===== config.mk =====
export PLATFORM = sky130hd
export DESIGN_NAME = iob_ila_dump
export DESIGN_NICKNAME = d
export VERILOG_FILES = /design/src/rtl/iob_ila_dump_pkg.sv /design/src/rtl/iob_ila_dump_acc.sv /design/src/rtl/iob_ila_dump.sv
export SDC_FILE = /design/constraint.sdc
export NUM_CORES = 1
export LEC_CHECK = 0
export CAP_MARGIN = 20
export CORE_ASPECT_RATIO = 0.6
export CORE_MARGIN = 2
export CORE_UTILIZATION = 30
export CTS_BUF_LIST = sky130_fd_sc_hd__clkbuf_4
export CTS_CLUSTER_DIAMETER = 50
export CTS_CLUSTER_SIZE = 20
export DETAILED_ROUTE_END_ITERATION = 8
export GPL_TIMING_DRIVEN = 0
export PLACE_DENSITY_LB_ADDON = 0.25
export SLEW_MARGIN = 30
export SYNTH_ARGS = -nofsm -noshare
export SYNTH_HDL_FRONTEND = slang
export SYNTH_SLANG_ARGS = --single-unit

===== constraint.sdc =====
create_clock -name clk_i -period 2.9 [get_ports clk_i]
set_input_delay 0.58 -clock clk_i [delete_from_list [all_inputs] [get_ports clk_i]]
set_output_delay 0.58 -clock clk_i [all_outputs]
set_load 0.03 [all_outputs]

===== src/rtl/iob_ila_dump_pkg.sv =====
// Shared types and constants for the ILA dump engine: FSM encodings,
// header marker and the words-per-sample helper.
package iob_ila_dump_pkg;

  typedef enum logic [3:0] {
    ST_IDLE,
    ST_RD_NS,
    ST_WAIT_NS,
    ST_WR_IDX,
    ST_WR_SEL,
    ST_RD_DAT,
    ST_WAIT_DAT,
    ST_PUSH,
    ST_DONE
`ifdef IOB_ILA_DUMP_HEADER_EN
    , ST_HDR
`endif
  } state_t;

  typedef enum logic [1:0] {
    ACC_IDLE,
    ACC_REQ,
    ACC_WAIT_RV
  } acc_state_t;

  localparam logic [15:0] HDR_MARKER = 16'hA1A0;

  function automatic int n_words(input int signal_w, input int data_w);
    return (signal_w + data_w - 1) / data_w;
  endfunction

endpackage


===== src/rtl/iob_ila_dump_acc.sv =====
// Single IOb-native access engine: latches one request on start_i, holds it
// until ready, waits for rvalid on reads, then pulses done_o.
module iob_ila_dump_acc #(
  parameter int ADDR_W = 16,
  parameter int DATA_W = 32
) (
  input  logic                clk_i,
  input  logic                rst_i,
  input  logic                cke_i,
  input  logic                start_i,
  input  logic                we_i,
  input  logic [ADDR_W-1:0]   addr_i,
  input  logic [DATA_W-1:0]   wdata_i,
  output logic                busy_o,
  output logic                done_o,
  output logic [DATA_W-1:0]   rdata_o,
  output logic                iob_avalid_o,
  output logic [ADDR_W-1:0]   iob_addr_o,
  output logic [DATA_W-1:0]   iob_wdata_o,
  output logic [DATA_W/8-1:0] iob_wstrb_o,
  input  logic                iob_ready_i,
  input  logic                iob_rvalid_i,
  input  logic [DATA_W-1:0]   iob_rdata_i
);
  import iob_ila_dump_pkg::*;

  acc_state_t        state_q, state_d;
  logic [ADDR_W-1:0] addr_q, addr_d;
  logic [DATA_W-1:0] wdata_q, wdata_d;
  logic              we_q, we_d;

  always_ff @(posedge clk_i) begin
    if (rst_i) begin
      state_q <= ACC_IDLE;
      addr_q  <= '0;
      wdata_q <= '0;
      we_q    <= 1'b0;
    end else if (cke_i) begin
      state_q <= state_d;
      addr_q  <= addr_d;
      wdata_q <= wdata_d;
      we_q    <= we_d;
    end
  end

  always_comb begin
    state_d = state_q;
    addr_d  = addr_q;
    wdata_d = wdata_q;
    we_d    = we_q;
    done_o  = 1'b0;
    case (state_q)
      ACC_IDLE: begin
        if (start_i) begin
          state_d = ACC_REQ;
          addr_d  = addr_i;
          wdata_d = we_i ? wdata_i : '0;
          we_d    = we_i;
        end
      end
      ACC_REQ: begin
        // request fields drop to zero once accepted so the bus idles clean
        if (iob_ready_i) begin
          state_d = we_q ? ACC_IDLE : ACC_WAIT_RV;
          done_o  = we_q;
          addr_d  = '0;
          wdata_d = '0;
          we_d    = 1'b0;
        end
      end
      ACC_WAIT_RV: begin
        if (iob_rvalid_i) begin
          state_d = ACC_IDLE;
          done_o  = 1'b1;
        end
      end
      default: state_d = ACC_IDLE;
    endcase
  end

  assign busy_o       = (state_q != ACC_IDLE);
  assign rdata_o      = iob_rdata_i;
  assign iob_avalid_o = (state_q == ACC_REQ);
  assign iob_addr_o   = addr_q;
  assign iob_wdata_o  = wdata_q;
  assign iob_wstrb_o  = (state_q == ACC_REQ && we_q) ? '1 : '0;

endmodule


===== src/rtl/iob_ila_dump.sv =====
// ILA dump master: reads the sample count, walks every sample/word through the
// ILA registers and streams them out. IOB_ILA_DUMP_HEADER_EN adds a header word.
//
// state    | meaning
// IDLE     | waiting for start_i
// RD_NS    | issue read of N_SAMPLES
// WAIT_NS  | wait for sample count, latch ns
// HDR      | (header build only) stream {A1A0, ns}
// WR_IDX   | write sample index i
// WR_SEL   | write word select w
// RD_DAT   | issue read of SAMPLE_DATA
// WAIT_DAT | wait for sample word, capture it
// PUSH     | hold word on stream until accepted
// DONE     | one-cycle done pulse
module iob_ila_dump #(
  parameter int                ADDR_W             = 16,
  parameter int                DATA_W             = 32,
  parameter int                SIGNAL_W           = 32,
  parameter int                BUFFER_W           = 10,
  parameter logic [ADDR_W-1:0] INDEX_ADDR         = ADDR_W'('h10),
  parameter logic [ADDR_W-1:0] SIGNAL_SELECT_ADDR = ADDR_W'('h14),
  parameter logic [ADDR_W-1:0] SAMPLE_DATA_ADDR   = ADDR_W'('h18),
  parameter logic [ADDR_W-1:0] N_SAMPLES_ADDR     = ADDR_W'('h1C)
) (
  input  logic                clk_i,
  input  logic                rst_i,
  input  logic                cke_i,
  input  logic                start_i,
  output logic                busy_o,
  output logic                done_o,
  output logic                iob_avalid_o,
  output logic [ADDR_W-1:0]   iob_addr_o,
  output logic [DATA_W-1:0]   iob_wdata_o,
  output logic [DATA_W/8-1:0] iob_wstrb_o,
  input  logic                iob_ready_i,
  input  logic                iob_rvalid_i,
  input  logic [DATA_W-1:0]   iob_rdata_i,
  output logic [DATA_W-1:0]   m_tdata_o,
  output logic                m_tvalid_o,
  input  logic                m_tready_i,
  output logic                m_tlast_o
);
  import iob_ila_dump_pkg::*;

  localparam int             N_WORDS = n_words(SIGNAL_W, DATA_W);
  localparam int             W_W     = (N_WORDS > 1) ? $clog2(N_WORDS) : 1;
  localparam logic [W_W-1:0] W_LAST  = W_W'(N_WORDS - 1);

  state_t              state_q, state_d;
  logic [BUFFER_W-1:0] ns_q, ns_d;
  logic [BUFFER_W:0]   i_q, i_d;
  logic [W_W-1:0]      w_q, w_d;
  logic [DATA_W-1:0]   word_q, word_d;

  logic                acc_start, acc_we, acc_busy, acc_done;
  logic [ADDR_W-1:0]   acc_addr;
  logic [DATA_W-1:0]   acc_wdata, acc_rdata;
  logic                last_i, last_word;

  iob_ila_dump_acc #(
    .ADDR_W(ADDR_W),
    .DATA_W(DATA_W)
  ) u_acc (
    .clk_i       (clk_i),
    .rst_i       (rst_i),
    .cke_i       (cke_i),
    .start_i     (acc_start),
    .we_i        (acc_we),
    .addr_i      (acc_addr),
    .wdata_i     (acc_wdata),
    .busy_o      (acc_busy),
    .done_o      (acc_done),
    .rdata_o     (acc_rdata),
    .iob_avalid_o(iob_avalid_o),
    .iob_addr_o  (iob_addr_o),
    .iob_wdata_o (iob_wdata_o),
    .iob_wstrb_o (iob_wstrb_o),
    .iob_ready_i (iob_ready_i),
    .iob_rvalid_i(iob_rvalid_i),
    .iob_rdata_i (iob_rdata_i)
  );

  // i is one bit wider than ns so the final index never aliases
  assign last_i    = ((i_q + 1'b1) == {1'b0, ns_q});
  assign last_word = last_i && (w_q == W_LAST);

  always_ff @(posedge clk_i) begin
    if (rst_i) begin
      state_q <= ST_IDLE;
      ns_q    <= '0;
      i_q     <= '0;
      w_q     <= '0;
      word_q  <= '0;
    end else if (cke_i) begin
      state_q <= state_d;
      ns_q    <= ns_d;
      i_q     <= i_d;
      w_q     <= w_d;
      word_q  <= word_d;
    end
  end

  always_comb begin
    state_d   = state_q;
    ns_d      = ns_q;
    i_d       = i_q;
    w_d       = w_q;
    word_d    = word_q;
    acc_start = 1'b0;
    acc_we    = 1'b0;
    acc_addr  = '0;
    acc_wdata = '0;
    case (state_q)
      ST_IDLE: begin
        if (start_i) state_d = ST_RD_NS;
      end
      ST_RD_NS: begin
        acc_start = 1'b1;
        acc_addr  = N_SAMPLES_ADDR;
        state_d   = ST_WAIT_NS;
      end
      ST_WAIT_NS: begin
        if (acc_done) begin
          ns_d = acc_rdata[BUFFER_W-1:0];
          i_d  = '0;
          w_d  = '0;
`ifdef IOB_ILA_DUMP_HEADER_EN
          state_d = ST_HDR;
`else
          state_d = (acc_rdata[BUFFER_W-1:0] == '0) ? ST_DONE : ST_WR_IDX;
`endif
        end
      end
`ifdef IOB_ILA_DUMP_HEADER_EN
      ST_HDR: begin
        if (m_tready_i) state_d = (ns_q == '0) ? ST_DONE : ST_WR_IDX;
      end
`endif
      ST_WR_IDX: begin
        acc_start = !acc_busy;
        acc_we    = 1'b1;
        acc_addr  = INDEX_ADDR;
        acc_wdata = DATA_W'(i_q);
        if (acc_done) state_d = ST_WR_SEL;
      end
      ST_WR_SEL: begin
        acc_start = !acc_busy;
        acc_we    = 1'b1;
        acc_addr  = SIGNAL_SELECT_ADDR;
        acc_wdata = DATA_W'(w_q);
        if (acc_done) state_d = ST_RD_DAT;
      end
      ST_RD_DAT: begin
        acc_start = 1'b1;
        acc_addr  = SAMPLE_DATA_ADDR;
        state_d   = ST_WAIT_DAT;
      end
      ST_WAIT_DAT: begin
        if (acc_done) begin
          word_d  = acc_rdata;
          state_d = ST_PUSH;
        end
      end
      ST_PUSH: begin
        if (m_tready_i) begin
          if (w_q == W_LAST) begin
            w_d = '0;
            if (last_i) begin
              state_d = ST_DONE;
            end else begin
              i_d     = i_q + 1'b1;
              state_d = ST_WR_IDX;
            end
          end else begin
            w_d     = w_q + 1'b1;
            state_d = ST_WR_SEL;
          end
        end
      end
      ST_DONE: state_d = ST_IDLE;
      default: state_d = ST_IDLE;
    endcase
  end

  always_comb begin
    m_tvalid_o = 1'b0;
    m_tdata_o  = '0;
    m_tlast_o  = 1'b0;
    if (state_q == ST_PUSH) begin
      m_tvalid_o = 1'b1;
      m_tdata_o  = word_q;
      m_tlast_o  = last_word;
    end
`ifdef IOB_ILA_DUMP_HEADER_EN
    if (state_q == ST_HDR) begin
      m_tvalid_o = 1'b1;
      m_tdata_o  = DATA_W'({HDR_MARKER, 16'(ns_q)});
      m_tlast_o  = (ns_q == '0);
    end
`endif
  end

  assign busy_o = (state_q != ST_IDLE) && (state_q != ST_DONE);
  assign done_o = (state_q == ST_DONE);

endmodule


---- Yosys cells after proc, flatten, opt, wreduce, memory -nomap -nowiden ----
Cells that the tools add are included.
word-level totals
  bits in latches ......................... 0
  flip-flop bits (word level) ............. 109
  logic and storage cells ................. 100
  bits in writable memories ............... 0
  ROM bits ................................ 0
  memories ................................ 0
cells by class
  $add $sub $neg .......................... 2
  div/mod/pow operators ................... 0
  equal/unequal tests ..................... 23
  $lt $le $gt $ge ......................... 0
  shift-type cells ........................ 0
  reductions and logical operators ........ 20
  muxes and demuxes ....................... 45
  bitwise gates (word level) .............. 1
  multiply operators ...................... 0
operators with widths
  kind                   number
  $mux 32                3
  $pmux 32 s2            1
  $mux 11                5
  $pmux 11 s2            2
  $mux 4                 10
  $mux 16                2
  $pmux 16 s2            1
  $pmux 4 s8             1
  $ne 2x2->1 const B     10
  $pmux 5 s4             1
  $eq 4x3->1 const B     4
  $reduce_and 4->1       3
  $add 11x1->11 const B  1
  $eq 11x10->1           1
  $logic_not 10->1       1
  $mux 1                 10
  $eq 4x2->1 const B     2
  $mux 2                 4
  $pmux 1 s2             4
  $reduce_and 7->1       1
  $pmux 2 s3             1
  $reduce_and 3->1       2
  $reduce_and 6->1       1
  $reduce_bool 2->1      3
  other kinds (14)       17

---- Longest topological paths before layout ----
Gate-level depths: netlist of run 1.
  depth after elaboration ................. 6
  mapped depth ............................ 10
  gate-level depth less buffers ........... 9

---- Hierarchy ----
A second synthesis of run 1 with hierarchy kept.
second synthesis, totals
  cell total of the unflattened synthesis .. 704
  area, all modules ....................... 5845.6 µm²
by module, submodules not included
  module            cells an instance  seq. area each (µm²)  area each (µm²)  instances
  iob_ila_dump      427                1141.1                3214.3           1
  iob_ila_dump_acc  277                1021.0                2631.3           1

---- Least setup slack after synthesis of run 1 ----
No wires, ideal clock.
  kind .................................... register -> output
  start ................................... reg i_q[1]
  end ..................................... out m_tlast_o
  slack ................................... -159 ps
  data arrival time ....................... 2479 ps
  cell stages (with the launch flop) ...... 8
  path buffers ............................ 1
  cell sequence ........................... dfxtp_1 ha_1 clkbuf_8 nand3_1 or2_1 xnor2_1 nand4_1 nor4_1
on the way
  cells in the longest elaborated chain, start to end .. 4
ends and longest elaborated chain
  what                    line                 RTL
  start, declared         iob_ila_dump.sv:51   logic [BUFFER_W:0] i_q, i_d;
  start signal, assigned  iob_ila_dump.sv:97   i_q <= i_d;
  $add 11x1->11           iob_ila_dump.sv:84   assign last_i = ((i_q + 1'b1) == {1'b0, ns_q});
  $eq 11x10->1            iob_ila_dump.sv:84
  $logic_and 1x1->1       iob_ila_dump.sv:85   assign last_word = last_i && (w_q == W_LAST);
  $mux 1                  iob_ila_dump.sv:189  if (state_q == ST_PUSH) begin
  end, declared           iob_ila_dump.sv:41   output logic m_tlast_o
No other way between the ends.

---- Final worst setup path of run 1 ----
  start ................................... reg i_q[6]
  end ..................................... out m_tlast_o
The elaborated chain is that of the path after synthesis.

==> results.json, run 1 <==
{
  "slowest_delay_ns": 0.52,
  "path_class": "reg2out",
  "dieArea_mm2": 0.01442,
  "syn_area_per_cell_um2": 8.472,
  "antenna_found_initial": 0,
  "route.detailed.drc": 0,
  "avgRoutedWirePerCell_um": 15.02,
  "timing.fmax_mhz": 326.3,
  "grt_pass1_vias": 3594,
  "num_rows": 32,
  "worst-slew-pin-transition_ns": 0.8027,
  "antennaDiodeCount": 0,
  "violations": "setup timing",
  "pwr-share-clk": 0.352,
  "rsz0062_at_grt": "true",
  "cp-start-kind": "flip-flop",
  "cts_buffers": 9,
  "maxCapViolCount": 0,
  "drv_slew": 0,
  "finClkSkew_ns": 0.009489,
  "status": "finished, violations left",
  "ys_warn_count": 0,
  "dr.first_iter.drc_count": 274,
  "slowest_stage": "dfxtp_1",
  "hold_viol": 0,
  "setup_viol": 1,
  "die_w_um": 153.7,
  "p_switching_mw": 0.5751,
  "path_cells": "and4_1, buf_4, nand4_1, xor2_2, nand4_1, buf_4, nor4_4, buf_6",
  "async_flop_share": 0,
  "cp_top_family": "simple AND/OR/NAND/NOR gates",
  "boundaryPins": 128,
  "switching_share": 0.2761,
  "cts_tree": "done",
  "leakagePower_nw": 2.485,
  "fin_tns_setup_ns": -0.1642,
  "clock_path_buffers": 2,
  "cp_num_buf_inv": 3,
  "relSlewSlack": 0.4592,
  "drive_above_1_share": 0.1935,
  "synth_area_mm2": 0.004033,
  "wirelength_um": 11870,
  "via_per_inst": 4.805,
  "intPower_mw": 1.508,
  "root_buffer": "clkbuf_4",
  "firstDrtPassIters": 5,
  "hold_depth": 2,
  "cp-end-kind": "output pin",
  "clk_latency_ns": 0.44,
  "powerDensity_mw_per_mm2": 384.7,
  "grt_max_degree": 13,
  "dp_hpwl_um": 9134,
  "ctsHoldBuffers": 0,
  "grt_pass1_wl_um": 18370,
  "reg2reg_slack_ns": 0.03,
  "combinationalPowerShare": 0.154,
  "drtAntennaViolNets": 0,
  "yosysSeqAreaShare": 0.3674,
  "required_ns": 2.32,
  "area_growth_pct": 34.25,
  "fin_crit_ns": 3.064,
  "fin_nets": 658,
  "reg2regPathDepth": 10,
  "min-delay-start": "u_acc.iob_wdata_o[10]",
  "coreArea_mm2": 0.01297,
  "grt.total_usage": 0.1622,
  "seq_power_share": 0.495,
  "finalCritPeriodShare": 1.057,
  "fin_ws_ns": -0.1642,
  "ys_types": 60,
  "pre_cts_slack_ns": -0.6713,
  "port_buffers": 93,
  "synth-edff-count": 0,
  "clock_sinks": 74,
  "grt-ovfl-total": 0,
  "min_to": "u_acc.iob_wdata_o[10]",
  "vias": 3796,
  "hold_class": "reg2reg",
  "die_h_um": 93.81,
  "cts.clk_slew.worst_paths_ns": 0.12,
  "gp_congestion": 0.9496,
  "ys.flop_type": "dfxtp_1",
  "worstReg2RegEnd": "i_q[10]",
  "start_util": 0.3109,
  "synth_cells": 476,
  "critPathArrivalTime_ns": 2.48,
  "synth-seq-cells": 74,
  "cp_max_fo": 7,
  "htreeDepth": 3,
  "r2r-start": "i_q[6]",
  "ir_drop_uv": 158.8
}
[cells by family (layout without fill, tap and decap cells)]
family,count (synthesis),in the layout,share of synthesized area
compound gates,82,82,0.1387
xor+xnor,13,13,0.03010
fa+ha+maj,4,4,0.01241
buf+inv,80,191,0.1266
flops,74,74,0.3674
mux,34,34,0.08470
other cells,1,34,0.0009299
simple gates,188,188,0.2392
[routing by layer]
metal	vias to the layer above	global-route usage	wire length (um)
met4	0	0.04358	169
met2	168	0.2430	4999
met5	-	0	0
met1	1750	0.2269	5771
li1	1860	-	-
met3	18	0.04797	924
[state kept, by name, summed over array words and instances, names as in the netlist]
register,cells
u_acc.state_q,2
u_acc.we_q,1
i_q,11
u_acc.iob_addr_o,3
state_q,4
ns_q,10
word_q,32
u_acc.iob_wdata_o,11
[power by group through the flow]
| stage | clock, mW | sequential (mW) | combinational, mW |
|---|---|---|---|
| global placement | 0 | 1.05 | 0.310 |
| floorplan | 0 | 1.06 | 0.200 |
| global route | 0.802 | 1.03 | 0.343 |
| CTS | 0.757 | 1.03 | 0.315 |
| detailed placement | 0 | 1.05 | 0.314 |
| finish | 0.732 | 1.03 | 0.320 |
[cell usage after synthesis (2+ instances only)]
master	count	area [um2]
or2_1	2	12.51
nor4_1	5	31.28
and2_1	34	212.7
a21oi_1	33	165.2
clkbuf_8	5	68.82
buf_1	3	11.26
clkbuf_1	16	60.06
buf_4	40	300.3
o21ai_0	13	65.06
nor2_1	53	198.9
and3_1	15	93.84
o31ai_1	10	75.07
inv_1	13	48.80
o41ai_1	4	35.03
mux2i_1	33	330.3
xor2_1	5	43.79
ha_1	4	50.05
o41ai_2	3	48.80
dfxtp_1	74	1481
and3_2	2	15.01
nor3_1	5	25.02
nand3_1	11	55.05
nor2b_1	2	12.51
nand4_1	7	43.79
or3_1	2	12.51
or4_1	4	30.03
nand2_1	37	138.9
a211oi_1	3	22.52
xnor2_1	7	61.31
[cell usage in the layout, fill, tap and decap left out, types with 12 or more instances in the layout]
master | netlist | routed
and3_1 | 15 | 14
and2_1 | 34 | 34
inv_1 | 13 | 12
clkbuf_1 | 16 | 13
nor2_1 | 53 | 53
clkdlybuf4s50_1 | 0 | 59
conb_1 | 1 | 34
buf_4 | 40 | 42
mux2i_1 | 33 | 33
nand2_1 | 37 | 37
o21ai_0 | 13 | 13
a21oi_1 | 33 | 33
clkbuf_2 | 1 | 33
dfxtp_1 | 74 | 72
[repair_timing]
action | in CTS | in global routing
setup buffers | 2 | 0
endpoints found under the hold margin | 0 | 0
gates resized for setup | 50 | 67
endpoints found under the setup margin | 37 | 39
pin swaps | 6 | 1
[worst min-delay path, cell delays in order, from the launching register on]
cell	delay (ns)
dfxtp_1	0.33
nand2_1	0.05
a21oi_1	0.05
[metrics by stage]
step                cells  utilization  total power, mW  hold WS [ns]  cell area, um2
global placement      772       0.4090            1.364        0.4476            5306
floorplan             509            -            1.258        0.4418            4163
finish                790       0.4173            2.083        0.4616            5414
global route          790       0.4173            2.178        0.4913            5414
detailed placement    772       0.4090            1.369        0.4468            5306
CTS                   790       0.4228            2.103        0.4642            5485
[layout make-up]
type	count	area [um2]
buffer	67	467.9
clock inverter	6	81.33
fill	1326	7559
inverter	13	48.80
multi-input combinational	355	2233
clock buffer	10	75.07
timing repair buffer	95	808.3
sequential	74	1486
tap	170	212.7
[worst max-delay path by stage]
stage / cells after the start / start / slack [ns] / to
after global routing: 9 / i_q[1] / -0.32 / m_tlast_o
final: 8 / i_q[6] / -0.16 / m_tlast_o
after floorplan: 7 / i_q[1] / 0.19 / m_tlast_o
after CTS: 9 / i_q[1] / -0.19 / m_tlast_o
after global placement: 8 / i_q[1] / -0.64 / m_tlast_o
after detailed placement: 8 / i_q[1] / -0.67 / m_tlast_o
Power figures use the tool's default switching activity.
==> inputs of run 2 (changes only) <==
ABC_AREA = 0   (was not set)
CORE_UTILIZATION = 48   (was 30)
==> run 2 against run 1 <==
First-iteration DRC count down 1.1%. The flow still finishes with violations (setup timing). Sequential cell count unchanged. Routed wire length fell by 8.5%. Largest cell class unchanged. Die area down 36%. Largest power group unchanged. Utilization is 26 points higher.
==> results.json, run 2 (same netlist as run 1, synthesis figures left out) <==
{
  "placed_cell_area_mm2": 0.005229,
  "grt-ovfl-total": 0,
  "leakagePower_nw": 2.477,
  "slowest_delay_ns": 0.39,
  "hold_class": "reg2reg",
  "avgRoutedWirePerCell_um": 14.82,
  "clk_latency_ns": 0.45,
  "slowest_stage": "dfxtp_4",
  "fin_crit_ns": 2.937,
  "dp_hpwl_um": 8213,
  "num_rows": 25,
  "fin_ws_ns": -0.03666,
  "final_common_cell": "dfxtp_1",
  "firstDrtPassIters": 5,
  "largest-register": "word_q",
  "cp-end-kind": "output pin",
  "antennaDiodeCount": 0,
  "violations": "setup timing",
  "grt_pass1_wl_um": 16660,
  "wirelength_um": 10860,
  "setup_viol": 1,
  "path_class": "reg2out",
  "antenna_found_initial": 0,
  "intPower_mw": 1.509,
  "port_buffers": 93,
  "grt.total_usage": 0.2357,
  "finalPower_mw": 2.101,
  "finalCritPeriodShare": 1.013,
  "clock_sinks": 74,
  "dr.first_iter.drc_count": 271,
  "cts_buffers": 9,
  "maxCapViolCount": 0,
  "drive_above_1_share": 0.2160,
  "fin_nets": 663,
  "cts_tree": "done",
  "rsz0062_at_grt": "true",
  "dieArea_mm2": 0.009175,
  "gp_congestion": 0.9351,
  "root_buffer": "clkbuf_4",
  "worst-slew-pin-transition_ns": 0.7690,
  "area_growth_pct": 34.13,
  "powerDensity_mw_per_mm2": 388.4,
  "cts.clk_slew.worst_paths_ns": 0.14,
  "die_w_um": 122.3,
  "critPathArrivalTime_ns": 2.36,
  "relSlewSlack": 0.4826,
  "ir_drop_uv": 305.8,
  "coreArea_mm2": 0.008008,
  "layout_common_cells": "68 x dfxtp_1, 59 x clkdlybuf4s50_1, 53 x nor2_1",
  "hold_viol": 0,
  "grt_max_degree": 15,
  "vias": 3811,
  "ctsHoldBuffers": 0,
  "htreeDepth": 3,
  "timing.fmax_mhz": 340.5,
  "finClkSkew_ns": 0.01705,
  "drtAntennaViolNets": 0,
  "required_ns": 2.32,
  "largest_reg_flops": 32,
  "boundaryPins": 128,
  "cp-start-kind": "flip-flop",
  "pwr-share-clk": 0.361,
  "final_area_mm2": 0.005409,
  "switching_share": 0.2816,
  "cp_max_fo": 8,
  "seq_power_share": 0.491,
  "combinationalPowerShare": 0.148,
  "grt_pass1_vias": 3377,
  "clock_path_buffers": 2,
  "path_cells": "ha_4, buf_8, and3_4, a221oi_2, o211a_1, a41oi_4, nor4_4, buf_4",
  "status": "finished, violations left",
  "drv_slew": 0,
  "start_util": 0.5036,
  "p_switching_mw": 0.5915,
  "via_per_inst": 5.199,
  "die_h_um": 75,
  "route.detailed.drc": 0
}
## run 2: cell type report
class                      count  area (um2)
buffer                        67       476.7
clock buffer                   9       67.56
clock inverter                 7       100.1
fill                         696        2599
inverter                      13       48.80
multi-input combinational    355        2256
sequential                    74        1494
tap                          108       135.1
timing repair buffer         100       830.8
## run 2: worst paths after layout
| kind | from | endpoint | slack (ns) | cells past startpoint |
|---|---|---|---|---|
| hold / removal | u_acc.iob_wdata_o[1] | u_acc.iob_wdata_o[1] | 0.46 | 2 |
| setup / recovery | i_q[1] | m_tlast_o | -0.04 | 8 |
| hold reg to reg | u_acc.iob_wdata_o[1] | u_acc.iob_wdata_o[1] | 0.46 | 2 |
| setup reg to reg | i_q[1] | i_q[0] | 0.21 | 12 |
## run 2: timing repair
| action | 4_1_cts | 5_1_grt |
|---|---|---|
| buffers inserted | 2 | 5 |
| hold endpoints to repair | 0 | 0 |
| setup endpoints to repair | 34 | 42 |
| gates resized for setup | 46 | 86 |
| pin swaps | 2 | 8 |
## run 2: power groups by stage
stage,clock network (mW),registers (mW),logic (mW)
floorplan,0,1.06,0.200
global placement,0,1.05,0.300
detailed placement,0,1.05,0.304
CTS,0.773,1.03,0.305
global route,0.812,1.03,0.332
finish,0.759,1.03,0.311
## run 2: worst max-delay path: cells and delay by family, from the launching register on
family                     cells  cell delay [ns]
and+or+nand+nor                2             0.53
adders and majority gates      1             0.16
DFF                            1             0.39
AOI/OAI and AO/OA              3             0.48
buffers and inverters          2             0.35
## run 2: through the flow
step	hold WS, ns	instances	utilization	setup slack [ns]	setup TNS (ns)
6_report	0.4615	733	0.6755	-0.03666	-0.03666
5_1_grt	0.4904	733	0.6755	-0.1527	-0.1527
4_1_cts	0.4628	728	0.6720	-0.2644	-0.2644
3_5_place_dp	0.4445	710	0.6530	-0.4989	-0.4989
3_3_place_gp	0.4402	710	0.6530	-0.4942	-0.4942
2_1_floorplan	0.4418	509	-	0.1941	0
## run 2: routing by layer
| layer | vias up | track usage | routed length [um] |
|---|---|---|---|
| met5 | - | 0 | 0 |
| met4 | 0 | 0.08557 | 161 |
| met3 | 14 | 0.06667 | 984 |
| met2 | 160 | 0.3377 | 4728 |
| met1 | 1766 | 0.3390 | 4988 |
| li1 | 1871 | - | - |
==> inputs of run 3 (changes only) <==
CTS_CLUSTER_SIZE = not set   (was 20)
TNS_END_PERCENT = 50   (was not set)
==> results of run 3 <==
The final DEF is identical to that of run 2; final timing and power are the same.
